<file path="src/rtl/quad_pkg.sv">
// Shared types and constants for the quadrature step generator.
// Optional position counter is enabled by defining QUAD_POS_EN.
package quad_pkg;

    // FSM state encoding
    typedef logic [1:0] state_t;
    localparam state_t StIdle = 2'd0;
    localparam state_t StRun  = 2'd1;
    localparam state_t StDone = 2'd2;

    // Phase index 0..3 walks the Gray sequence in the "up" direction
    typedef logic [1:0] phase_t;

    // Phase index -> {A,B}: 0->00, 1->10, 2->11, 3->01
    localparam logic [7:0] PhaseAbMap = 8'b01_11_10_00;

    // Direction encoding of cmd_dir
    localparam logic DirUp   = 1'b1;
    localparam logic DirDown = 1'b0;

    function automatic logic [1:0] phase_to_ab(input phase_t p);
        return PhaseAbMap[{p, 1'b0} +: 2];
    endfunction

    function automatic phase_t phase_step(input phase_t p, input logic dir);
        return (dir == DirUp) ? p + 2'd1 : p - 2'd1;
    endfunction

endpackage

</file>
<file path="src/rtl/quad_step_gen_if.sv">
// Command/status bundle between a stimulus master and quad_step_gen.
// The pos signal exists only when QUAD_POS_EN is defined.
interface quad_step_gen_if #(
    parameter int unsigned CNT_W = 8,
    parameter int unsigned DIV_W = 16
`ifdef QUAD_POS_EN
    ,
    parameter int unsigned POS_W = 12
`endif
);
    logic             cmd_valid;
    logic             cmd_ready;
    logic             cmd_dir;
    logic [CNT_W-1:0] cmd_steps;
    logic [DIV_W-1:0] cmd_half_period;
    logic             abort;
    logic             quad_A;
    logic             quad_B;
    logic             busy;
    logic             done;
`ifdef QUAD_POS_EN
    logic [POS_W-1:0] pos;
`endif

    modport master (
        output cmd_valid, cmd_dir, cmd_steps, cmd_half_period, abort,
        input  cmd_ready, quad_A, quad_B, busy, done
`ifdef QUAD_POS_EN
        , pos
`endif
    );

    modport slave (
        input  cmd_valid, cmd_dir, cmd_steps, cmd_half_period, abort,
        output cmd_ready, quad_A, quad_B, busy, done
`ifdef QUAD_POS_EN
        , pos
`endif
    );

endinterface

</file>
<file path="src/rtl/quad_tick_div.sv">
// Loadable down-counter: pulses tick when it reaches zero while enabled,
// then reloads the last loaded value.
module quad_tick_div #(
    parameter int unsigned DIV_W = 16
) (
    input  logic             clk,
    input  logic             rst,
    input  logic             load_i,
    input  logic [DIV_W-1:0] load_val_i,
    input  logic             en_i,
    output logic             tick_o
);

    logic [DIV_W-1:0] cnt_q, cnt_d;
    logic [DIV_W-1:0] reload_q, reload_d;

    // Next-state: load takes priority, otherwise count down and wrap to reload
    always_comb begin
        cnt_d    = cnt_q;
        reload_d = reload_q;
        if (load_i) begin
            cnt_d    = load_val_i;
            reload_d = load_val_i;
        end else if (en_i) begin
            cnt_d = (cnt_q == '0) ? reload_q : cnt_q - DIV_W'(1);
        end
    end

    // Counter and reload registers
    always_ff @(posedge clk or negedge rst) begin
        if (!rst) begin
            cnt_q    <= '0;
            reload_q <= '0;
        end else begin
            cnt_q    <= cnt_d;
            reload_q <= reload_d;
        end
    end

    assign tick_o = en_i && (cnt_q == '0);

endmodule

</file>
<file path="src/rtl/quad_step_gen.sv">
// Quadrature A/B stimulus generator driven by step commands.
// Define QUAD_POS_EN to add the signed detent position counter.
module quad_step_gen #(
    parameter int unsigned CNT_W = 8,
    parameter int unsigned DIV_W = 16
`ifdef QUAD_POS_EN
    ,
    parameter int unsigned POS_W = 12
`endif
) (
    input logic            clk,
    input logic            rst,
    quad_step_gen_if.slave bus
);
    import quad_pkg::*;

    localparam int unsigned EdgeW = CNT_W + 2;

    state_t           state_q, state_d;
    logic             dir_q, dir_d;
    logic [EdgeW-1:0] edges_q, edges_d;
    phase_t           phase_q, phase_d;
    logic [1:0]       ab_q, ab_d;
    logic             accept;
    logic             tick;
    logic             last_edge;
    logic [DIV_W-1:0] div_load_val;
`ifdef QUAD_POS_EN
    logic [POS_W-1:0] pos_q, pos_d;
`endif

    assign accept       = (state_q == StIdle) && bus.cmd_valid;
    assign last_edge    = (edges_q == EdgeW'(1));
    // A half period of 0 behaves as 1, i.e. a reload value of 0
    assign div_load_val = (bus.cmd_half_period == '0) ? '0
                                                      : bus.cmd_half_period - DIV_W'(1);

    quad_tick_div #(
        .DIV_W (DIV_W)
    ) u_tick_div (
        .clk        (clk),
        .rst        (rst),
        .load_i     (accept),
        .load_val_i (div_load_val),
        .en_i       (state_q == StRun),
        .tick_o     (tick)
    );

    // FSM, edge counting and phase advance
    always_comb begin
        state_d = state_q;
        dir_d   = dir_q;
        edges_d = edges_q;
        phase_d = phase_q;
`ifdef QUAD_POS_EN
        pos_d   = pos_q;
`endif
        unique case (state_q)
            StIdle: begin
                if (bus.cmd_valid) begin
                    dir_d   = bus.cmd_dir;
                    edges_d = {bus.cmd_steps, 2'b00};
                    state_d = (bus.cmd_steps == '0) ? StDone : StRun;
                end
            end
            StRun: begin
                // The final edge wins over a coincident abort
                if (tick && (!bus.abort || last_edge)) begin
                    phase_d = phase_step(phase_q, dir_q);
                    edges_d = edges_q - EdgeW'(1);
                    if (last_edge) begin
                        state_d = StDone;
                    end
`ifdef QUAD_POS_EN
                    // Remaining count ending in 01 means this edge closes a detent
                    if (edges_q[1:0] == 2'b01) begin
                        pos_d = (dir_q == DirUp) ? pos_q + POS_W'(1) : pos_q - POS_W'(1);
                    end
`endif
                end else if (bus.abort) begin
                    state_d = StDone;
                end
            end
            StDone: begin
                state_d = StIdle;
            end
            default: begin
                state_d = StIdle;
            end
        endcase
        ab_d = phase_to_ab(phase_d);
    end

    // State registers; A/B come straight from ab_q
    always_ff @(posedge clk or negedge rst) begin
        if (!rst) begin
            state_q <= StIdle;
            dir_q   <= DirUp;
            edges_q <= '0;
            phase_q <= '0;
            ab_q    <= 2'b00;
`ifdef QUAD_POS_EN
            pos_q   <= '0;
`endif
        end else begin
            state_q <= state_d;
            dir_q   <= dir_d;
            edges_q <= edges_d;
            phase_q <= phase_d;
            ab_q    <= ab_d;
`ifdef QUAD_POS_EN
            pos_q   <= pos_d;
`endif
        end
    end

    assign bus.quad_A    = ab_q[1];
    assign bus.quad_B    = ab_q[0];
    assign bus.cmd_ready = (state_q == StIdle);
    assign bus.busy      = (state_q == StRun);
    assign bus.done      = (state_q == StDone);
`ifdef QUAD_POS_EN
    assign bus.pos       = pos_q;
`endif

endmodule

</file>
<file path="src/flat_wrapper.sv">
// flat-port wrapper written by rule: the top's interface ports become plain ports
module quad_step_gen_flat import quad_pkg::*;
#(
    parameter int unsigned CNT_W = 8,
    parameter int unsigned DIV_W = 16

)
  (clk, rst, bus_cmd_valid, bus_cmd_dir, bus_cmd_steps, bus_cmd_half_period, bus_abort, bus_cmd_ready, bus_quad_A, bus_quad_B, bus_busy, bus_done);
  quad_step_gen_if #(.CNT_W(CNT_W), .DIV_W(DIV_W)) bus_i ();
  input logic clk;
  input logic rst;
  input wire logic [$bits(bus_i.cmd_valid)-1:0] bus_cmd_valid;
  input wire logic [$bits(bus_i.cmd_dir)-1:0] bus_cmd_dir;
  input wire logic [$bits(bus_i.cmd_steps)-1:0] bus_cmd_steps;
  input wire logic [$bits(bus_i.cmd_half_period)-1:0] bus_cmd_half_period;
  input wire logic [$bits(bus_i.abort)-1:0] bus_abort;
  output wire logic [$bits(bus_i.cmd_ready)-1:0] bus_cmd_ready;
  output wire logic [$bits(bus_i.quad_A)-1:0] bus_quad_A;
  output wire logic [$bits(bus_i.quad_B)-1:0] bus_quad_B;
  output wire logic [$bits(bus_i.busy)-1:0] bus_busy;
  output wire logic [$bits(bus_i.done)-1:0] bus_done;
  assign bus_i.cmd_valid = bus_cmd_valid;
  assign bus_i.cmd_dir = bus_cmd_dir;
  assign bus_i.cmd_steps = bus_cmd_steps;
  assign bus_i.cmd_half_period = bus_cmd_half_period;
  assign bus_i.abort = bus_abort;
  assign bus_cmd_ready = bus_i.cmd_ready;
  assign bus_quad_A = bus_i.quad_A;
  assign bus_quad_B = bus_i.quad_B;
  assign bus_busy = bus_i.busy;
  assign bus_done = bus_i.done;
  quad_step_gen #(.CNT_W(CNT_W), .DIV_W(DIV_W)) u_core (.clk(clk), .rst(rst), .bus(bus_i));
endmodule
</file>
<file path="config.mk">
export PLATFORM = sky130hd
export DESIGN_NAME = quad_step_gen_flat
export DESIGN_NICKNAME = d
export VERILOG_FILES = /design/src/rtl/quad_pkg.sv /design/src/rtl/quad_step_gen_if.sv /design/src/rtl/quad_tick_div.sv /design/src/rtl/quad_step_gen.sv /design/src/flat_wrapper.sv
export SDC_FILE = /design/constraint.sdc
export NUM_CORES = 1
export LEC_CHECK = 0
export ABC_AREA = 0
export CAP_MARGIN = 20
export CORE_ASPECT_RATIO = 1.4
export CORE_UTILIZATION = 50
export CTS_BUF_LIST = sky130_fd_sc_hd__clkbuf_8
export DETAILED_ROUTE_END_ITERATION = 6
export GPL_TIMING_DRIVEN = 0
export MAX_ROUTING_LAYER = met4
export PLACE_DENSITY_LB_ADDON = 0.08
export SYNTH_ARGS = -nofsm -noshare
export SYNTH_HDL_FRONTEND = slang
export SYNTH_SLANG_ARGS = --single-unit
</file>
<file path="constraint.sdc">
create_clock -name clk -period 3.1 [get_ports clk]
set_input_delay 0.465 -clock clk [delete_from_list [all_inputs] [get_ports clk]]
set_output_delay 0.465 -clock clk [all_outputs]
set_load 0.05 [all_outputs]
</file>
==> results by group, run 1 <==
Outcome
  – Run status: finished, final reports clean

Finish
  – Layout cell share with drive strength beyond 1: under 10%
  – Fill cell count: 513
  – Final core occ: a little over three fifths
  – Area Overhead vs Synth: 18.89%
  – Number of nets in the layout: 407
  – Area of the multi-input gates: about 0.0017 mm²
  – Highest-count cells in the layout ignoring fill and taps: dfrtp_1 (47), clkdlybuf4s50_1 (31), nand2_1 (30)
  – Number of diodes added for antenna fixing: 0
  – Final Cell Area: roughly 0.0035 mm²
  – Most frequent standard cell in the layout excluding fill and tap cells: dfrtp_1
  – FF/Latch Area: around 0.0012 mm²

Hold path
  – Hold Path Class: input pin to asynchronous set/reset pin

Floorplan
  – Placeable core area: about 0.0056 mm²
  – Die X-Extent: 67.03 µm
  – Die Footprint: a little over 0.006 mm²
  – Number of placement rows: 32
  – I/O pin count: 34
  – Chip height: a little over 90 µm
  – Initial standard-cell utilization of the core: 52.81%

Clock tree
  – Clock transition at the registers of the reported paths: approximately 0.09 ns
  – PostCTS Resize Cnt: 0
  – Clock Tree Buf Depth: 2
  – Number of clock buffers inserted by TritonCTS: 5
  – Buffers inserted during post-CTS setup optimization: 0
  – Worst-Skew Late Latency: roughly 0.30 ns
  – H-tree levels: 2
  – Total of hold buffers inserted after clock tree synthesis: 0
  – Clock tree sinks: between 40 and 50
  – Root buffer cell: clkbuf_8
  – Clock tree from TritonCTS: yes

Place
  – Post-Place Worst Slack: approximately 0.18 ns
  – Dpl cell area: around 0.0034 mm²
  – Total of buffers placed on input and output ports: 33
  – RePlAce Congestion: roughly 0.83
  – Estimated wirelength of the detail-placed design: about 5600 µm

Yosys
  – Instance count of the mapped netlist: between 300 and 400
  – Ys Warns: 0
  – Share of flip-flops with an asynchronous set or reset: 100.0%
  – Portion of the post-synthesis area used by sequential elements: slightly above 40%
  – Synthesized netlist net count: between 300 and 400
  – Register bit total from synthesis: 48
  – Most used flip-flop cell after synthesis: dfrtp_1
  – EDFF count, synth: 0
  – Yosys cell types: slightly above 60
  – Mean post-synth cell area: between 8 and 9 µm²
  – Synthesized cell area: a little under 0.003 mm²

Route
  – DR vias: between 2000 and 3000
  – Antenna Violating Nets Remaining: 0
  – Via-to-Cell Ratio: around 6.0
  – Initial drt markers: roughly 230
  – DRC viols: 0
  – Total Wirelength: about 7600 µm
  – Average wire per cell in the routed design: ~17 µm
  – DRT Pass-1 Iters: 4

Run
  – Maxcap violations: 0

Pwr
  – Power density relative to cell area: 888.1 mW/mm²
  – Static power due to leakage: 1.404 nW
  – Worst VDD drop: 0.0003183 V

STA
  – Slew HR: a little over a third
  – RSZ-0062 raised after global routing: false
  – Crit path time final: ~2.8 ns
  – Fin. max-slew vios: 0
  – Final-report setup violation count: 0
  – Post-route setup slack: 0.2738 ns
  – Final count of hold timing violations: 0
  – F_max: between 0.3 and 0.4 GHz
  – Least-Margin Pin Slew: between 0.9 and 1 ns
  – Post-Route Hold Slack: 0.03876 ns
  – Layout Skew: 0.003746 ns
  – Final worst-path cycle share: approximately nine tenths
  – TNS Setup: 0 ns

Global route
  – Via count of the first global-routing pass: roughly 2600
  – Global route overflow: 0
  – Largest net degree at the start of global routing: 39
  – Global-route wire length before repair: 12680 µm
  – Antenna violations before repair: 0
  – Global router's overall resource usage: between 20% and 30%

Setup path
  – CP Data Arrival Time: approximately 3.1 ns
  – End point of the critical path: u_core.edges_q[7]
  – Critical path capture point type: flip-flop
  – Register-to-Register Setup Slack: 0.27 ns
  – Cells on worst reg2reg path: 6
  – Critical path origin: u_core.u_tick_div.cnt_q[3]
  – End of the worst register-to-register path: u_core.edges_q[7]
  – Origin of the critical flop-to-flop path: u_core.u_tick_div.cnt_q[3]
  – Worst Path Required: between 3 and 4 ns
  – Crit path max fanout: 10
  – Category of the critical setup timing path: flip-flop to flip-flop
  – Sort of element at the start of the critical path: flip-flop
==> synth_stat cells, drive strengths merged (4+ instances only) <==
cell,number,area share (%)
o21ai,27,4.7
xor2,12,3.6
or3,4,0.85
a221o,4,1.4
nor3,17,2.9
nor3b,4,1.0
nor4,12,2.7
dfrtp,47,40
a21o,10,2.5
ha,5,2.1
inv,9,1.1
nand3b,4,1.0
nand2b,6,1.3
a21oi,14,2.4
xnor2,12,3.6
a211o,4,1.2
nand3,9,1.5
nor2,29,3.7
a22oi,4,1.0
nand2,30,3.8
clkbuf,11,1.4
o22ai,4,0.85
==> layer usage <==
metal	global-route usage, %	wire length, µm
met1	32.65	3215
met2	47.67	3953
met3	4.878	269
met4	9.929	142
met5	-	0
==> critical path: stages, from the launching register on <==
cell and delay, ns:
dfrtp_1 0.43, nor4_2 0.78, nand4_1 0.39, clkbuf_1 0.35, o31ai_1 0.51, o22ai_1 0.14, a31oi_1 0.15
==> worst min path at each step <==
stage / endpoint / slack [ns] / cells after the start / start
finish: u_core.u_tick_div.cnt_q[12] / 0.04 / 1 / rst
global route: u_core.u_tick_div.reload_q[12] / 0.04 / 1 / rst
CTS: u_core.u_tick_div.reload_q[12] / 0.05 / 1 / rst
detailed placement: u_core.state_q[0] / 0.37 / 1 / rst
global placement: u_core.u_tick_div.reload_q[11] / 0.45 / 1 / u_core.u_tick_div.reload_q[11]
floorplan: u_core.ab_q[0] / 0.17 / 0 / rst
==> state kept, by name, summed over array words and instances (netlist names) <==
name                        flops
u_core.ab_q                     2
u_core.phase_q                  1
u_core.edges_q                 10
u_core.u_tick_div.reload_q     16
u_core.dir_q                    1
u_core.u_tick_div.cnt_q        16
u_core.state_q                  2
==> report_power, final <==
group	internal, mW	switching [mW]	leakage, nW
combinational	0.610	0.837	0.769
sequential	0.916	0.270	0.571
clock	0.285	0.209	0.0645
total	1.81	1.31	1.40
==> through the flow <==
stage / instances / total power, mW
final: 442 / 3.126
after floorplan: 332 / 2.196
after global routing: 442 / 3.377
after CTS: 442 / 3.129
after global placement: 433 / 2.599
after detailed placement: 434 / 2.638
==> layout make-up <==
cell class                      instances  area share (%)
Tap cell                               68           2.417
Clock buffer                            7           2.737
Clock inverter                          1          0.8532
Buffer                                 14           1.777
Timing Repair Buffer                   34           9.883
Sequential cell                        48           34.16
Inverter                               10           1.066
Multi-Input combinational cell        260           47.10
==> cell families after synthesis <==
| kind of cell | synth area share [%] |
|---|---|
| compound gates | 21.43 |
| xor+xnor | 7.101 |
| fa+ha+maj | 2.113 |
| buf+inv | 3.381 |
| flops | 40.62 |
| mux | 1.395 |
| simple gates | 23.96 |
(Power assumes the default switching activity.)
==> run 2, diff against run 1 <==
Settings changed: CORE_UTILIZATION 50 to 40, CTS_CLUSTER_SIZE set to 25.
==> results by group, run 2 (synthesis results as in run 1) <==
Setup path
  – Worst Path Required: ~2.6 ns
  – WP buf/inv: 4
  – Category of the critical setup timing path: flip-flop to output pin
  – Origin of the critical flop-to-flop path: u_core.state_q[1]
  – Critical-path cell with the highest stage delay: dlygate4sd2_1
  – Crit path max fanout: 10
  – CP Data Arrival Time: about 2.4 ns
  – Critical path capture point type: output pin
  – Sort of element at the start of the critical path: flip-flop
  – CP cell instances: nand2b_1 > buf_2 > clkinv_1 > clkbuf_1 > dlygate4sd2_1
  – Cell type group with the largest total delay on the critical path: buffers and inverters
  – Worst stage delay on the critical path: 0.60 ns
  – Critical path origin: u_core.state_q[1]

Clock tree
  – H-tree levels: 2
  – Buffers inserted during post-CTS setup optimization: 0
  – Clock tree sinks: 48
  – Clock Tree Buf Depth: 2
  – Worst-Skew Late Latency: a little over 0.3 ns
  – Clock tree from TritonCTS: yes
  – Number of clock buffers inserted by TritonCTS: 5
  – Root buffer cell: clkbuf_8
  – Clock transition at the registers of the reported paths: ~0.090 ns

Finish
  – Layout cell share with drive strength beyond 1: approximately 6%
  – Final core occ: 49.73%
  – Highest-count cells in the layout ignoring fill and taps: dfrtp_1 (47), clkdlybuf4s50_1 (31), nand2_1 (30)
  – Area Overhead vs Synth: 18.81%
  – Fill cell count: around 740
  – Number of nets in the layout: 407
  – FF/Latch Area: roughly 0.0012 mm²
  – Number of diodes added for antenna fixing: 0
  – Area of the multi-input gates: 0.001658 mm²
  – Most frequent standard cell in the layout excluding fill and tap cells: dfrtp_1
  – Largest registers: u_core.u_tick_div.cnt_q (16), u_core.u_tick_div.reload_q (16), u_core.edges_q (10)

Floorplan
  – Initial standard-cell utilization of the core: about two fifths
  – Chip height: just over 100 µm
  – Placeable core area: between 0.007 and 0.008 mm²
  – Die X-Extent: between 70 and 80 µm
  – I/O pin count: 34
  – Die Footprint: between 0.007 and 0.008 mm²
  – Number of placement rows: 36

Pwr
  – Clock network fraction of total power: a little over an eighth
  – Power density relative to cell area: about 860 mW/mm²
  – Part of the power in combinational logic: approximately 48%
  – Net switching power figure: 1.340 mW
  – Part of the total power dissipated in sequential elements: a little under 40%
  – Net Sw Frac: 44.07%
  – Worst VDD drop: slightly below 0.0003 V
  – Static power due to leakage: about 1.4 nW
  – Internal power component: ~1.7 mW

Run
  – Maxcap violations: 0

Route
  – Highest layer used for signal routing: met4
  – Wire length on met1: 3473 µm
  – DR vias: 2658
  – Via-to-Cell Ratio: about 5.7
  – DRC viols: 0
  – Amount of wire on met2 after detailed routing: 4159 µm
  – Average wire per cell in the routed design: 17.22 µm
  – Antenna Violating Nets Remaining: 0
  – Wire length on met3: 226 µm
  – Initial drt markers: 120
  – DRT Pass-1 Iters: 4
  – Total Wirelength: between 8000 and 9000 µm

Global route
  – Global-route wire length before repair: around 13000 µm
  – Antenna violations before repair: 0
  – Global router's overall resource usage: between 20% and 30%
  – Largest net degree at the start of global routing: 38
  – Via count of the first global-routing pass: 2745
  – Global route overflow: 0

Place
  – RePlAce Congestion: between 0.8 and 0.9
  – Total of buffers placed on input and output ports: 33
  – Estimated wirelength of the detail-placed design: between 5000 and 6000 µm

Outcome
  – Run status: finished, final reports clean

STA
  – Final-report setup violation count: 0
  – Least-Margin Pin Slew: just under 0.9 ns
  – Final count of hold timing violations: 0
  – Crit path time final: approximately 2.9 ns
  – Layout Skew: 0.008053 ns
  – F_max: about 0.35 GHz
  – Fin. max-slew vios: 0
  – Slew HR: between 40% and 50%
  – TNS Setup: 0 ns
  – Final worst-path cycle share: around 90%
  – RSZ-0062 raised after global routing: false

Hold path
  – Hold Path Class: input pin to asynchronous set/reset pin
==> run 2: cell types whose count changed in the layout (fill, tap and decap cells not counted) <==
cell,delta
clkinvlp_4,+1
bufinv_16,-1
dlygate4sd2_1,+1
dlymetal6s2s_1,-1
clkbuf_8,-1
inv_1,+1
==> run 2: area by class of cell <==
type,instances,share of cell area [%]
well taps,95,3.380
clock inverters,2,0.3202
clock buffers,6,2.348
repair buffers,34,9.783
flip-flops and latches,48,34.19
multi-input cells,260,47.14
plain buffers,14,1.779
inverters,10,1.067
==> run 2: power by group through the flow <==
stage / combinational, mW / clock [mW] / sequential (mW)
after CTS: 1.46 / 0.419 / 1.18
after global placement: 1.43 / 0 / 1.19
after floorplan: 1.07 / 0 / 1.12
after detailed placement: 1.46 / 0 / 1.19
final: 1.45 / 0.406 / 1.18
after global routing: 1.62 / 0.448 / 1.23
==> run 2: stage by stage <==
| step | area, µm² | total power [mW] | worst slack (ns) | instances | hold WS, ns |
|---|---|---|---|---|---|
| 5_1_grt | 3517 | 3.289 | 0.1093 | 469 | 0.03697 |
| 4_1_cts | 3517 | 3.057 | 0.2250 | 469 | 0.03632 |
| 6_report | 3517 | 3.040 | 0.2456 | 469 | 0.03578 |
| 2_1_floorplan | 2960 | 2.196 | 0.8773 | 332 | 0.1694 |
| 3_3_place_gp | 3410 | 2.616 | 0.04214 | 460 | 0.4553 |
| 3_5_place_dp | 3425 | 2.650 | 0.1518 | 461 | 0.3881 |
==> run 2: what timing repair did <==
| action | in CTS | in global routing |
|---|---|---|
| setup endpoints to repair | 1 | 0 |
| hold buffers | 0 | 0 |
| gates resized for setup | 1 | 0 |
==> run 2: final timing paths <==
path | endpoint | slack (ns) | cells after the start
setup / recovery | bus_busy | 0.25 | 5
hold / removal | u_core.edges_q[5] | 0.04 | 1
setup reg to reg | u_core.u_tick_div.cnt_q[9] | 0.30 | 8
hold reg to reg | u_core.u_tick_div.reload_q[7] | 0.48 | 1
max in group asynchronous | u_core.u_tick_div.reload_q[5] | 2.56 | 2
min in group clk | u_core.u_tick_div.reload_q[7] | 0.48 | 1
==> run 2: metal layers <==
| layer | up-vias | GRT usage, % |
|---|---|---|
| met5 | - | - |
| li1 | 1311 | - |
| met3 | 11 | 4.183 |
| met1 | 1274 | 27.23 |
| met4 | 0 | 10.78 |
| met2 | 62 | 39.12 |
==> run 3, diff against run 2 <==
Settings changed: PLACE_DENSITY set to 0.66, PLACE_DENSITY_LB_ADDON 0.08 to unset, SETUP_SLACK_MARGIN set to 0.5.
==> results by group, run 3 (synthesis results as in run 1) <==
Run
  – Maxcap violations: 0

Pwr
  – Power density relative to cell area: between 800 and 900 mW/mm²
  – Static power due to leakage: approximately 1.4 nW
  – Worst VDD drop: between 0.0003 and 0.0004 V

Global route
  – Global-route wire length before repair: 12800 µm
  – Most Crowded Layer GR: met2
  – Global route overflow: 0
  – Met1 capacity usage during global routing: 26.12%
  – GRT met3 Usage: around 2.4%
  – Via count of the first global-routing pass: 2651
  – Antenna violations before repair: 0
  – Global router's overall resource usage: roughly 22%
  – Largest net degree at the start of global routing: 35
  – Met2 demand-to-capacity share in global routing: 37.58%

Floorplan
  – Die X-Extent: 74.71 µm
  – Number of placement rows: 36
  – Chip height: between 100 and 150 µm
  – Placeable core area: ~0.0071 mm²
  – Die Footprint: 0.007754 mm²
  – I/O pin count: 34
  – Initial standard-cell utilization of the core: 41.86%

STA
  – TNS Setup: 0 ns
  – Final count of hold timing violations: 0
  – Least-Margin Pin Slew: roughly 0.86 ns
  – F_max: around 0.40 GHz
  – Fin. max-slew vios: 0
  – Final-report setup violation count: 0
  – Crit path time final: ~2.5 ns
  – Slew HR: between 40 and 50%
  – Layout Skew: between 0.003 and 0.004 ns
  – Final worst-path cycle share: 80.54%
  – RSZ-0062 raised after global routing: false

Setup path
  – Critical-path cell with the highest stage delay: or4_1
  – Category of the critical setup timing path: input pin to flip-flop
  – CP cell instances: clkdlybuf4s50_1 > or4_1 > or2_2 > o21ai_4 > clkbuf_4 > nor2_1 > a211o_1
  – CP Data Arrival Time: 2.69 ns
  – Crit path max fanout: 10
  – Worst stage delay on the critical path: ~0.57 ns
  – Sort of element at the start of the critical path: input pin
  – Worst Path Required: ~3.3 ns
  – Critical path capture point type: flip-flop

Place
  – Estimated wirelength of the detail-placed design: about 5700 µm
  – RePlAce Congestion: about 0.84
  – Total of buffers placed on input and output ports: 33
  – Dpl cell area: between 0.003 and 0.004 mm²

Route
  – Average wire per cell in the routed design: approximately 16 µm
  – Initial drt markers: between 150 and 200
  – Antenna Violating Nets Remaining: 0
  – DR vias: between 2000 and 3000
  – Total Wirelength: between 7000 and 8000 µm
  – Via-to-Cell Ratio: 5.765
  – DRC viols: 0
  – DRT Pass-1 Iters: 4

Finish
  – Layout cell share with drive strength beyond 1: about 8%
  – Largest registers: u_core.u_tick_div.cnt_q (16), u_core.u_tick_div.reload_q (16), u_core.edges_q (10)
  – Final Cell Area: between 0.003 and 0.004 mm²
  – Area Overhead vs Synth: 19.78%
  – Number of diodes added for antenna fixing: 0
  – Most frequent standard cell in the layout excluding fill and tap cells: dfrtp_1
  – Highest-count cells in the layout ignoring fill and taps: dfrtp_1 (47), clkdlybuf4s50_1 (31), nand2_1 (30)
  – Fill cell count: between 700 and 800
  – Number of nets in the layout: about 410
  – Area of the multi-input gates: 0.001694 mm²
  – FF/Latch Area: 0.001202 mm²

Clock tree
  – Total of hold buffers inserted after clock tree synthesis: 0
  – Buffers inserted during post-CTS setup optimization: 0
  – Clock tree sinks: 48
  – Root buffer cell: clkbuf_8
  – Number of clock buffers inserted by TritonCTS: 5
  – Clock transition at the registers of the reported paths: 0.09 ns
  – Clock Tree Buf Depth: 2
  – Worst-Skew Late Latency: roughly 0.31 ns
  – Clock tree from TritonCTS: yes
  – H-tree levels: 2
  – PostCTS Resize Cnt: 3

Outcome
  – Run status: finished, final reports clean

Hold path
  – Hold Path Class: input pin to asynchronous set/reset pin
run 3: changes by cell type in the layout (fill, tap and decap cells not counted), sizes merged:
cell,previous run,this run
clkbuf,17,18
buf,5,4
dlygate4sd2,1,0
inv,10,11
run 3: area by class of cell:
| class | count | share of cell area, % |
|---|---|---|
| clock buffer | 5 | 1.941 |
| inverter | 10 | 1.164 |
| tap | 95 | 3.352 |
| timing repair buffer | 34 | 9.598 |
| sequential | 48 | 33.91 |
| multi-input combinational | 260 | 47.78 |
| clock inverter | 3 | 0.3529 |
| buffer | 14 | 1.905 |
run 3: critical path, delay by kind of cell:
family	cells	cell delay [ns]
AND/OR/NAND/NOR	3	1.01
AO/OA/AOI/OAI	2	0.48
buffers and inverters	2	0.72
run 3: path summary, 6_finish.rpt:
kind	cells after the start	from	slack, ns	to
hold / removal	1	rst	0.05	u_core.state_q[0]
hold reg to reg	1	u_core.u_tick_div.reload_q[7]	0.48	u_core.u_tick_div.reload_q[7]
setup reg to reg	5	u_core.u_tick_div.cnt_q[7]	0.63	u_core.edges_q[7]
setup / recovery	7	bus_cmd_half_period[4]	0.60	u_core.u_tick_div.cnt_q[9]
min in group clk	1	u_core.u_tick_div.reload_q[7]	0.48	u_core.u_tick_div.reload_q[7]
max in group asynchronous	2	rst	2.47	u_core.dir_q
run 3: stage by stage:
stage / instances / hold slack (ns) / util [%] / worst slack (ns) / power [mW]
floorplan: 332 / 0.1694 / - / 0.8773 / 2.196
global placement: 460 / 0.4553 / 48.21 / 0.1047 / 2.594
detailed placement: 461 / 0.3942 / 48.43 / 0.1780 / 2.639
CTS: 469 / 0.06237 / 49.70 / 0.4507 / 3.013
global route: 469 / 0.07189 / 50.14 / 0.5142 / 3.262
finish: 469 / 0.05326 / 50.14 / 0.6033 / 3.026
run 3: routing by layer:
metal	vias up	wire [µm]
met3	8	270
met4	0	112
met5	-	0
met1	1316	3285
li1	1317	-
met2	63	4004
run 3: power breakdown:
group          leakage (nW)  internal (mW)  switching (mW)  total (mW)
logic                 0.767          0.621           0.846        1.47
clock network        0.0505          0.152           0.212       0.364
registers             0.571          0.916           0.278        1.19
total                  1.39           1.69            1.34        3.03
